==> src/rtl/hsv_pkg.sv <==
// Shared types and helpers for the RGB->HSV streaming pipeline.
// Sector select, per-stage metadata and latency formula live here.
package hsv_pkg;

    function automatic int clog2(input int v);
        int r;
        int x;
        r = 0;
        x = v - 1;
        while (x > 0) begin
            r++;
            x = x >> 1;
        end
        return r;
    endfunction

    function automatic int lat_of(input int ch_w);
        return ch_w + 3;
    endfunction

    typedef enum logic [1:0] {
        SEC_R,
        SEC_G,
        SEC_B
    } sec_e;

    typedef struct packed {
        sec_e sec;
        logic neg;
    } meta_t;

endpackage

==> src/rtl/rgb_hsv_stream_if.sv <==
// Pixel-in / HSV-out stream bundle with valid/ready handshakes.
// master drives pixels and out_ready; slave is the converter.
interface rgb_hsv_stream_if #(
    parameter int CH_W   = 8,
    parameter int H_MAX  = 360,
    parameter int USER_W = 2
);
    import hsv_pkg::*;

    localparam int HUE_W = clog2(H_MAX);

    logic              in_valid;
    logic              in_ready;
    logic [CH_W-1:0]   in_r;
    logic [CH_W-1:0]   in_g;
    logic [CH_W-1:0]   in_b;
    logic [USER_W-1:0] in_user;
    logic              out_valid;
    logic              out_ready;
    logic [HUE_W-1:0]  out_h;
    logic [CH_W-1:0]   out_s;
    logic [CH_W-1:0]   out_v;
    logic [USER_W-1:0] out_user;

    modport master (
        output in_valid, in_r, in_g, in_b, in_user, out_ready,
        input  in_ready, out_valid, out_h, out_s, out_v, out_user
    );

    modport slave (
        input  in_valid, in_r, in_g, in_b, in_user, out_ready,
        output in_ready, out_valid, out_h, out_s, out_v, out_user
    );

endinterface

==> src/rtl/hsv_div_stage.sv <==
// One registered restoring-division step: shifts one dividend bit
// into the remainder and one quotient bit into quo.
module hsv_div_stage #(
    parameter int W = 8
) (
    input  logic         clk,
    input  logic         en,
    input  logic [W-1:0] dsr,
    input  logic [W-1:0] rem_i,
    input  logic [W-1:0] quo_i,
    output logic [W-1:0] rem_o,
    output logic [W-1:0] quo_o
);

    logic [W:0] t;
    logic       ge;

    always_comb begin
        t  = {rem_i, quo_i[W-1]};
        ge = t >= {1'b0, dsr};
    end

    // remainder stays below dsr, so t - dsr always fits in W bits
    always_ff @(posedge clk) begin
        if (en) begin
            rem_o <= ge ? W'(t - {1'b0, dsr}) : t[W-1:0];
            quo_o <= {quo_i[W-2:0], ge};
        end
    end

endmodule

==> src/rtl/rgb_hsv_stream.sv <==
// RGB->HSV converter, CH_W+3 stage stall-able pipeline.
// Define HSV_ROUND_EN for round-to-nearest quotients (default truncates).
module rgb_hsv_stream
    import hsv_pkg::*;
#(
    parameter int CH_W   = 8,
    parameter int H_MAX  = 360,
    parameter int USER_W = 2
) (
    input logic clk,
    input logic rst,
    rgb_hsv_stream_if.slave bus
);

    localparam int HUE_W = clog2(H_MAX);
    localparam int LAT   = lat_of(CH_W);
    localparam int W2    = 2 * CH_W;
    localparam int AW    = ((HUE_W > CH_W) ? HUE_W : CH_W) + 2;

    localparam logic [CH_W-1:0] H6   = CH_W'(H_MAX / 6);
    localparam logic [CH_W-1:0] FULL = '1;
    localparam logic [AW-1:0]   HM   = AW'(H_MAX);
    localparam logic [AW-1:0]   HB_G = AW'(H_MAX / 3);
    localparam logic [AW-1:0]   HB_B = AW'(2 * H_MAX / 3);

    logic           en;
    logic [LAT-1:0] vld;

    assign en            = ~bus.out_valid | bus.out_ready;
    assign bus.in_ready  = en;
    assign bus.out_valid = vld[LAT-1];

    always_ff @(posedge clk or posedge rst) begin
        if (rst) begin
            vld <= '0;
        end else if (en) begin
            vld <= {vld[LAT-2:0], bus.in_valid};
        end
    end

    logic              rmax;
    logic              gmax;
    logic [CH_W-1:0]   mx1;
    logic [CH_W-1:0]   mn1;
    logic [CH_W-1:0]   x1;
    logic [CH_W-1:0]   y1;
    meta_t             m1;

    always_comb begin
        rmax   = (bus.in_r >= bus.in_g) && (bus.in_r >= bus.in_b);
        gmax   = !rmax && (bus.in_g >= bus.in_b);
        mx1    = bus.in_b;
        x1     = bus.in_r;
        y1     = bus.in_g;
        m1.sec = SEC_B;
        unique case (1'b1)
            rmax: begin
                mx1    = bus.in_r;
                x1     = bus.in_g;
                y1     = bus.in_b;
                m1.sec = SEC_R;
            end
            gmax: begin
                mx1    = bus.in_g;
                x1     = bus.in_b;
                y1     = bus.in_r;
                m1.sec = SEC_G;
            end
            default: ;
        endcase
        m1.neg = x1 < y1;
        mn1    = bus.in_r;
        if (bus.in_g < mn1) mn1 = bus.in_g;
        if (bus.in_b < mn1) mn1 = bus.in_b;
    end

    logic [CH_W-1:0]   s1_mx;
    logic [CH_W-1:0]   s1_df;
    logic [CH_W-1:0]   s1_n;
    meta_t             s1_meta;
    logic [USER_W-1:0] s1_user;

    logic [W2-1:0]     s2_hd;
    logic [W2-1:0]     s2_sd;
    logic [CH_W-1:0]   s2_mx;
    logic [CH_W-1:0]   s2_df;
    meta_t             s2_meta;
    logic [USER_W-1:0] s2_user;

    logic [W2-1:0]     hd_nx;
    logic [W2-1:0]     sd_nx;

    always_comb begin
        hd_nx = W2'(s1_n) * W2'(H6);
        sd_nx = W2'(s1_df) * W2'(FULL);
`ifdef HSV_ROUND_EN
        hd_nx = hd_nx + W2'(s1_df >> 1);
        sd_nx = sd_nx + W2'(s1_mx >> 1);
`endif
    end

    logic [CH_W-1:0]   cm_mx   [1:CH_W];
    logic [CH_W-1:0]   cm_df   [1:CH_W];
    meta_t             cm_meta [1:CH_W];
    logic [USER_W-1:0] cm_user [1:CH_W];

    always_ff @(posedge clk) begin
        if (en) begin
            s1_mx   <= mx1;
            s1_df   <= mx1 - mn1;
            s1_n    <= m1.neg ? y1 - x1 : x1 - y1;
            s1_meta <= m1;
            s1_user <= bus.in_user;
            s2_hd   <= hd_nx;
            s2_sd   <= sd_nx;
            s2_mx   <= s1_mx;
            s2_df   <= s1_df;
            s2_meta <= s1_meta;
            s2_user <= s1_user;
            cm_mx[1]   <= s2_mx;
            cm_df[1]   <= s2_df;
            cm_meta[1] <= s2_meta;
            cm_user[1] <= s2_user;
            for (int j = 2; j <= CH_W; j++) begin
                cm_mx[j]   <= cm_mx[j-1];
                cm_df[j]   <= cm_df[j-1];
                cm_meta[j] <= cm_meta[j-1];
                cm_user[j] <= cm_user[j-1];
            end
        end
    end

    logic [CH_W-1:0] hr [1:CH_W];
    logic [CH_W-1:0] hq [1:CH_W];
    logic [CH_W-1:0] sr [1:CH_W];
    logic [CH_W-1:0] sq [1:CH_W];

    for (genvar j = 0; j < CH_W; j++) begin : g_div
        logic [CH_W-1:0] h_dsr, h_rem, h_quo;
        logic [CH_W-1:0] s_dsr, s_rem, s_quo;

        if (j == 0) begin : g_first
            assign h_dsr = s2_df;
            assign h_rem = s2_hd[W2-1:CH_W];
            assign h_quo = s2_hd[CH_W-1:0];
            assign s_dsr = s2_mx;
            assign s_rem = s2_sd[W2-1:CH_W];
            assign s_quo = s2_sd[CH_W-1:0];
        end else begin : g_next
            assign h_dsr = cm_df[j];
            assign h_rem = hr[j];
            assign h_quo = hq[j];
            assign s_dsr = cm_mx[j];
            assign s_rem = sr[j];
            assign s_quo = sq[j];
        end

        hsv_div_stage #(.W(CH_W)) u_hue (
            .clk   (clk),
            .en    (en),
            .dsr   (h_dsr),
            .rem_i (h_rem),
            .quo_i (h_quo),
            .rem_o (hr[j+1]),
            .quo_o (hq[j+1])
        );

        hsv_div_stage #(.W(CH_W)) u_sat (
            .clk   (clk),
            .en    (en),
            .dsr   (s_dsr),
            .rem_i (s_rem),
            .quo_i (s_quo),
            .rem_o (sr[j+1]),
            .quo_o (sq[j+1])
        );
    end

    logic unused_rem;
    assign unused_rem = ^{hr[CH_W], sr[CH_W]};

    meta_t            fm;
    logic             flat;
    logic [AW-1:0]    base;
    logic [AW-1:0]    t;
    logic [HUE_W-1:0] h_nx;
    logic [CH_W-1:0]  s_nx;

    // negative offsets are folded by adding H_MAX before the single wrap
    always_comb begin
        fm   = cm_meta[CH_W];
        flat = cm_df[CH_W] == '0;
        unique case (fm.sec)
            SEC_G:   base = HB_G;
            SEC_B:   base = HB_B;
            default: base = '0;
        endcase
        if (fm.neg) t = base + HM - AW'(hq[CH_W]);
        else        t = base + AW'(hq[CH_W]);
        if (t >= HM) t = t - HM;
        h_nx = flat ? '0 : t[HUE_W-1:0];
        s_nx = flat ? '0 : sq[CH_W];
    end

    always_ff @(posedge clk or posedge rst) begin
        if (rst) begin
            bus.out_h    <= '0;
            bus.out_s    <= '0;
            bus.out_v    <= '0;
            bus.out_user <= '0;
        end else if (en) begin
            bus.out_h    <= h_nx;
            bus.out_s    <= s_nx;
            bus.out_v    <= cm_mx[CH_W];
            bus.out_user <= cm_user[CH_W];
        end
    end

endmodule

==> src/flat_wrapper.sv <==
// flat-port wrapper written by rule: the top's interface ports become plain ports
module rgb_hsv_stream_flat import hsv_pkg::*;
#(
    parameter int CH_W   = 8,
    parameter int H_MAX  = 360,
    parameter int USER_W = 2
)
  (clk, rst, bus_in_valid, bus_in_r, bus_in_g, bus_in_b, bus_in_user, bus_out_ready, bus_in_ready, bus_out_valid, bus_out_h, bus_out_s, bus_out_v, bus_out_user);
  rgb_hsv_stream_if #(.CH_W(CH_W), .H_MAX(H_MAX), .USER_W(USER_W)) bus_i ();
  input logic clk;
  input logic rst;
  input wire logic [$bits(bus_i.in_valid)-1:0] bus_in_valid;
  input wire logic [$bits(bus_i.in_r)-1:0] bus_in_r;
  input wire logic [$bits(bus_i.in_g)-1:0] bus_in_g;
  input wire logic [$bits(bus_i.in_b)-1:0] bus_in_b;
  input wire logic [$bits(bus_i.in_user)-1:0] bus_in_user;
  input wire logic [$bits(bus_i.out_ready)-1:0] bus_out_ready;
  output wire logic [$bits(bus_i.in_ready)-1:0] bus_in_ready;
  output wire logic [$bits(bus_i.out_valid)-1:0] bus_out_valid;
  output wire logic [$bits(bus_i.out_h)-1:0] bus_out_h;
  output wire logic [$bits(bus_i.out_s)-1:0] bus_out_s;
  output wire logic [$bits(bus_i.out_v)-1:0] bus_out_v;
  output wire logic [$bits(bus_i.out_user)-1:0] bus_out_user;
  assign bus_i.in_valid = bus_in_valid;
  assign bus_i.in_r = bus_in_r;
  assign bus_i.in_g = bus_in_g;
  assign bus_i.in_b = bus_in_b;
  assign bus_i.in_user = bus_in_user;
  assign bus_i.out_ready = bus_out_ready;
  assign bus_in_ready = bus_i.in_ready;
  assign bus_out_valid = bus_i.out_valid;
  assign bus_out_h = bus_i.out_h;
  assign bus_out_s = bus_i.out_s;
  assign bus_out_v = bus_i.out_v;
  assign bus_out_user = bus_i.out_user;
  rgb_hsv_stream #(.CH_W(CH_W), .H_MAX(H_MAX), .USER_W(USER_W)) u_core (.clk(clk), .rst(rst), .bus(bus_i));
endmodule
==> config.mk <==
export PLATFORM = sky130hd
export DESIGN_NAME = rgb_hsv_stream_flat
export DESIGN_NICKNAME = d
export VERILOG_FILES = /design/src/rtl/hsv_pkg.sv /design/src/rtl/rgb_hsv_stream_if.sv /design/src/rtl/hsv_div_stage.sv /design/src/rtl/rgb_hsv_stream.sv /design/src/flat_wrapper.sv
export SDC_FILE = /design/constraint.sdc
export NUM_CORES = 1
export LEC_CHECK = 0
export ABC_AREA = 1
export BUFFER_PORTS_ARGS = -buffer_cell sky130_fd_sc_hd__buf_2
export CAP_MARGIN = 25
export CORE_AREA = 2 2 313 222
export DETAILED_ROUTE_END_ITERATION = 8
export DIE_AREA = 0 0 315 224
export GPL_ROUTABILITY_DRIVEN = 1
export MAX_ROUTING_LAYER = met4
export PLACE_DENSITY = 0.66
export SLEW_MARGIN = 20
export SYNTH_ARGS = -nofsm -noshare
export SYNTH_HDL_FRONTEND = slang
export SYNTH_HIERARCHICAL = 1
export SYNTH_SLANG_ARGS = --single-unit
==> constraint.sdc <==
create_clock -name clk -period 17.95 [get_ports clk]
set_input_delay 1.795 -clock clk [delete_from_list [all_inputs] [get_ports clk]]
set_output_delay 1.795 -clock clk [all_outputs]
set_load 0.02 [all_outputs]
==> results of run 1 <==
state kept, by name (all words and copies together), names as in the netlist, 8 cells and up:
name / count
u_core/s1_n: 8
u_core/vld: 11
u_core/s2_hd: 12
u_core/cm_mx: 64
u_core/s1_mx: 8
u_core/s2_sd: 16
u_core/bus.out_v: 8
u_core/cm_user: 16
u_core/g_div.u_sat/quo_o: 64
u_core/s1_df: 8
u_core/g_div.u_hue/quo_o: 64
u_core/cm_df: 64
u_core/g_div.s_dsr: 8
u_core/bus.out_s: 8
u_core/g_div.u_hue/rem_o: 56
u_core/g_div.u_sat/rem_o: 56
u_core/cm_meta: 24
u_core/bus.out_h: 9
routing by layer:
| layer | vias up | share of wire | routed length [um] |
|---|---|---|---|
| li1 | 10100 | - | - |
| met1 | 8740 | 0.53 | 29200 |
| met2 | 287 | 0.41 | 22600 |
| met3 | 68 | 0.042 | 2340 |
| met4 | 0 | 0.018 | 1000 |
| met5 | - | 0 | 0 |
cell type report:
class | instances | area share
flip-flops and latches | 523 | 0.451
multi-input cells | 1939 | 0.394
inverters | 528 | 0.0578
clock buffers | 64 | 0.0391
well taps | 902 | 0.0328
clock inverters | 33 | 0.0130
repair buffers | 69 | 0.0121
diodes | 2 | 0.000145
worst max-delay path by stage:
| stage | cells past startpoint | start | to | slack [ps] |
|---|---|---|---|---|
| after global placement | 25 | bus_in_r[7] | u_core/s1_n[7]$_DFFE_PP_ | 11450 |
| after global routing | 25 | bus_in_r[7] | u_core/s1_n[7]$_DFFE_PP_ | 11520 |
| after CTS | 25 | bus_in_r[7] | u_core/s1_n[7]$_DFFE_PP_ | 12030 |
| final | 27 | bus_in_r[3] | u_core/s1_n[7]$_DFFE_PP_ | 11960 |
| after floorplan | 3 | bus_out_ready | bus_in_ready | 730 |
| after detailed placement | 25 | bus_in_r[7] | u_core/s1_n[7]$_DFFE_PP_ | 11410 |
per-stage QoR:
stage | hold WS [ps] | util | setup slack, ps
floorplan | 400 | - | 727
global placement | 400 | 0.482 | 11450
detailed placement | 405 | 0.482 | 11410
CTS | 371 | 0.509 | 12030
global route | 380 | 0.510 | 11520
finish | 374 | 0.510 | 11960
==> metrics.cfg, run 1 <==
[global_routing]
grt_max_degree=131
met1_usage=0.249
busiest_layer=met1
gr-usage-met3=0.0263
grt.overflow.total=0
track_usage=0.164
use_met2=0.230
antenna_found_initial=2
grt_pass1_vias=18340
grt_pass1_wl_mm=92.6

[clock_network]
cts.sinks=523
postCtsSetupBuffers=0
cts_hold_buf=0
h-tree-depth=2
cts_resized=0
root_buffer=clkbuf_16
clkTransAtPathRegs_ps=60
clk_latency_ps=630
cts.path.max_buffers=3
cts_made_buffers=52
cts_tree=built

[layout]
fillers=6025
nNetsFinal=3456
finalNonFillerCells=4060
layout-drive-gt1-share=0.176
most-common-layout-cells=631 x nand2_1, 490 x inv_1, 485 x edfxtp_1
layout_commonest_cell=nand2_1
seq_area_um2=15500
multiInputGateArea_um2=13600
area.growth.synth_to_final_pct=10.5
final_cell_area_um2=34400

[critical_path]
setup.worst_path.class=in -> reg
worstReg2RegStart=u_core/s1_df[3]$_DFFE_PP_
rr_worst_depth=15
path_max_fanout=16
arrival_ps=6340
slowest_stage=nor2_2
path_common_cell=nand2_1
cp-start-kind=input port
timing.rr.end=u_core/s2_sd[14]$_DFFE_PP_
crit_path_end_kind=flip-flop
path_buf_inv=7
required_ps=18290
r2r_setup_slack_ps=13400
critPathTopFamily=simple AND/OR/NAND/NOR gates
max_stage_delay_ps=550

[hold_path]
hold_path.startpoint=u_core/g_div[2].u_hue/quo_o[2]$_DFFE_PP_
hp-class=reg -> reg
hold_depth=0
hold_end=u_core/g_div[3].u_hue/quo_o[3]$_DFFE_PP_

[die]
start_util=0.461
dieArea_um2=70600
core_area_um2=67600
die_y_um=224
rows=80
die_x_um=315
io_pins=59

[detailed_routing]
drcViolationCount=0
wl_mm=55.2
vias=19195
first_iter_violations=1385
viasPerCell=4.73
firstDrtPassIters=5
ant_nets=0
post_drt_wl_per_cell_um=13.6

[logic_synthesis]
ys_warn_count=6
synth_cells=3002
syn_area_per_cell_um2=10.4
syn_area_um2=31200

[timing]
hold_violations=0
rsz0062_at_grt=false
relSlewSlack=0.386
maxSlewViolCount=0
clock.fmax_ghz=0.167
fin_crit_sh=0.334
fin_skew_ps=51.1
post-route-min-period_ps=5990
setup_viol=0
tns_ps=0
tightest_slew_ps=920

[placement]
dp.final_hpwl_mm=41.4
placed_cell_area_um2=32600
gp_congestion=0.881
port_buffers=58
post-place-cells=3958

[job]
maxCapViolCount=0

[outcome]
status=completed

Power of run 1 is left out: the tool's default activity adds up to more than one toggle a clock period on the data nets, which glitch-free logic cannot reach.
==> run 2, diff against run 1 <==
==> constraint.sdc (replaced) <==
create_clock -name clk -period 5.2 [get_ports clk]
set_input_delay 0.52 -clock clk [delete_from_list [all_inputs] [get_ports clk]]
set_output_delay 0.52 -clock clk [all_outputs]
set_load 0.02 [all_outputs]
==> run 2 against run 1 <==
Net effect:
- largest cell class unchanged
- final cell count about the same
- global-route usage rose by 0.27 points
- setup slack got worse by 11000 ps
- sequential cell count stayed put
- final area up 0.14%
- utilization grew 0.072 points
- sequential share of layout area fell by 0.064 points
==> metrics.cfg, run 2 (same netlist as run 1, synthesis figures left out) <==
[outcome]
status=completed  ; unchanged

[die]
io_pins=59  ; unchanged
start_util=0.461  ; unchanged
core_area_um2=67600  ; unchanged
die_y_um=224  ; unchanged
die_x_um=315  ; unchanged
dieArea_um2=70600  ; unchanged
rows=80  ; unchanged

[clock_network]
cts.sinks=523  ; unchanged
cts_made_buffers=52  ; unchanged
clk_latency_ps=620  ; was 630 ps
root_buffer=clkbuf_16  ; unchanged
clkTransAtPathRegs_ps=60  ; about the same
h-tree-depth=2  ; unchanged
postCtsSetupBuffers=0  ; unchanged
cts_tree=built  ; unchanged
cts_resized=0  ; unchanged
cts.path.max_buffers=3  ; unchanged

[job]
maxCapViolCount=0  ; unchanged

[hold_path]
hp-class=in -> reg  ; was reg -> reg
hold_path.startpoint=bus_in_user[0]  ; was u_core/g_div[2].u_hue/quo_o[2]$_DFFE_PP_

[placement]
dp.final_hpwl_mm=41.5  ; was 41.4 mm
gp_congestion=0.894  ; was 0.881
port_buffers=58  ; unchanged

[critical_path]
path_buf_inv=2  ; was 7
max_stage_delay_ps=600  ; was 550 ps
critPathTopFamily=adder cells  ; was simple AND/OR/NAND/NOR gates
crit_path_end_kind=flip-flop  ; unchanged
path_cells=fa_1, fa_1, fa_1, inv_1, fa_1, inv_1, ha_1, a21oi_1, o21ai_0, a21oi_1, o21ai_0, a21oi_1, nor2_1, nor2_1, xnor2_1
setup.worst_path.class=reg -> reg  ; was in -> reg
startpoint=u_core/s1_df[2]$_DFFE_PP_  ; was bus_in_r[3]
slowest_stage=fa_1  ; was nor2_2
worstReg2RegStart=u_core/s1_df[2]$_DFFE_PP_  ; was u_core/s1_df[3]$_DFFE_PP_
required_ps=5560  ; was 18290 ps
path_common_cell=fa_1  ; was nand2_1
cp-start-kind=flip-flop  ; was input port
path_max_fanout=6  ; was 16
arrival_ps=4960  ; was 6340 ps

[timing]
maxSlewViolCount=0  ; unchanged
setup_viol=0  ; unchanged
relSlewSlack=0.413  ; was 0.386
hold_violations=0  ; unchanged
fin_crit_sh=0.884
clock.fmax_ghz=0.217
rsz0062_at_grt=false  ; unchanged
post-route-min-period_ps=4600
fin_skew_ps=38.8  ; was 51.1 ps
tightest_slew_ps=880  ; was 920 ps
tns_ps=0  ; unchanged

[detailed_routing]
post_drt_wl_per_cell_um=13.6  ; about the same
viasPerCell=4.77  ; was 4.73
firstDrtPassIters=5  ; unchanged
first_iter_violations=1186  ; was 1385
wl_mm=55.5  ; was 55.2 mm
drcViolationCount=0  ; unchanged
ant_nets=0  ; unchanged
vias=19386  ; was 19195

[global_routing]
track_usage=0.167  ; was 0.164
grt_pass1_wl_mm=94.0  ; was 92.6 mm
grt_pass1_vias=18611  ; was 18340
grt.overflow.total=0  ; unchanged
grt_max_degree=173  ; was 131
antenna_found_initial=2  ; unchanged

[layout]
nNetsFinal=3458  ; was 3456
layout-drive-gt1-share=0.178  ; was 0.176
fillers=6040  ; was 6025
most-common-layout-cells=631 x nand2_1, 490 x inv_1, 485 x edfxtp_1  ; unchanged
area.growth.synth_to_final_pct=10.7  ; was 10.5%
layout_commonest_cell=nand2_1  ; unchanged

==> run 2: changes by cell type in the layout (fill, tap and decap cells not counted), sizes merged <==
cell         before  now
clkinv           35   40
clkinvlp          9    4
inv             509  511
buf              69   70
dlygate4sd3       0    1
clkbuf           64   63
==> run 2: path summary, 6_finish.rpt <==
kind                                                    to  cells after the start  slack [ps]
max reg2reg                     u_core/s2_sd[14]$_DFFE_PP_                     15         600
max in group asynchronous        u_core/vld[1]$_DFFE_PP0P_                      4        4320
max                             u_core/s2_sd[14]$_DFFE_PP_                     15         600
min in group asynchronous  u_core/bus.out_v[2]$_DFFE_PP0P_                      4         560
min                            u_core/s1_user[0]$_DFFE_PP_                      1          90
min reg2reg                u_core/cm_meta[0][10]$_DFFE_PP_                      0         380
==> run 2: area by class of cell <==
| type | count | area (um^2) | share of cell area |
|---|---|---|---|
| sequential | 523 | 15500 | 0.450 |
| multi-input combinational | 1939 | 13600 | 0.394 |
| inverter | 528 | 1990 | 0.0577 |
| clock buffer | 63 | 1360 | 0.0395 |
| tap | 902 | 1130 | 0.0327 |
| clock inverter | 35 | 459 | 0.0133 |
| timing repair buffer | 71 | 440 | 0.0128 |
| antenna | 2 | 5.00 | 0.000145 |
==> run 2: stage by stage <==
| step | cells | hold slack [ps] | utilization | worst slack (ps) | cell area, um^2 |
|---|---|---|---|---|---|
| 2_1_floorplan | 3008 | 400 | - | 399 | 31200 |
| 3_3_place_gp | 3962 | 400 | 0.483 | 338 | 32600 |
| 3_5_place_dp | 3962 | 405 | 0.483 | 286 | 32600 |
| 4_1_cts | 4061 | 50.3 | 0.510 | 595 | 34500 |
| 5_1_grt | 4063 | 57.6 | 0.510 | 324 | 34500 |
| 6_report | 4063 | 93.0 | 0.510 | 602 | 34500 |
==> run 2: timing repair <==
action	in CTS	in global routing
endpoints found under the hold margin	38	0
hold buffers	1	0
setup endpoints to repair	0	0
==> run 2: per-layer routing <==
layer  up-vias  GRT usage  part of all wire
met5         -          -                 0
met4         0     0.0363             0.017
met3        67     0.0238             0.040
met2       300      0.237              0.42
met1      8902      0.252              0.52
li1      10117          -                 -
Power of run 2 is left out for the same reason.
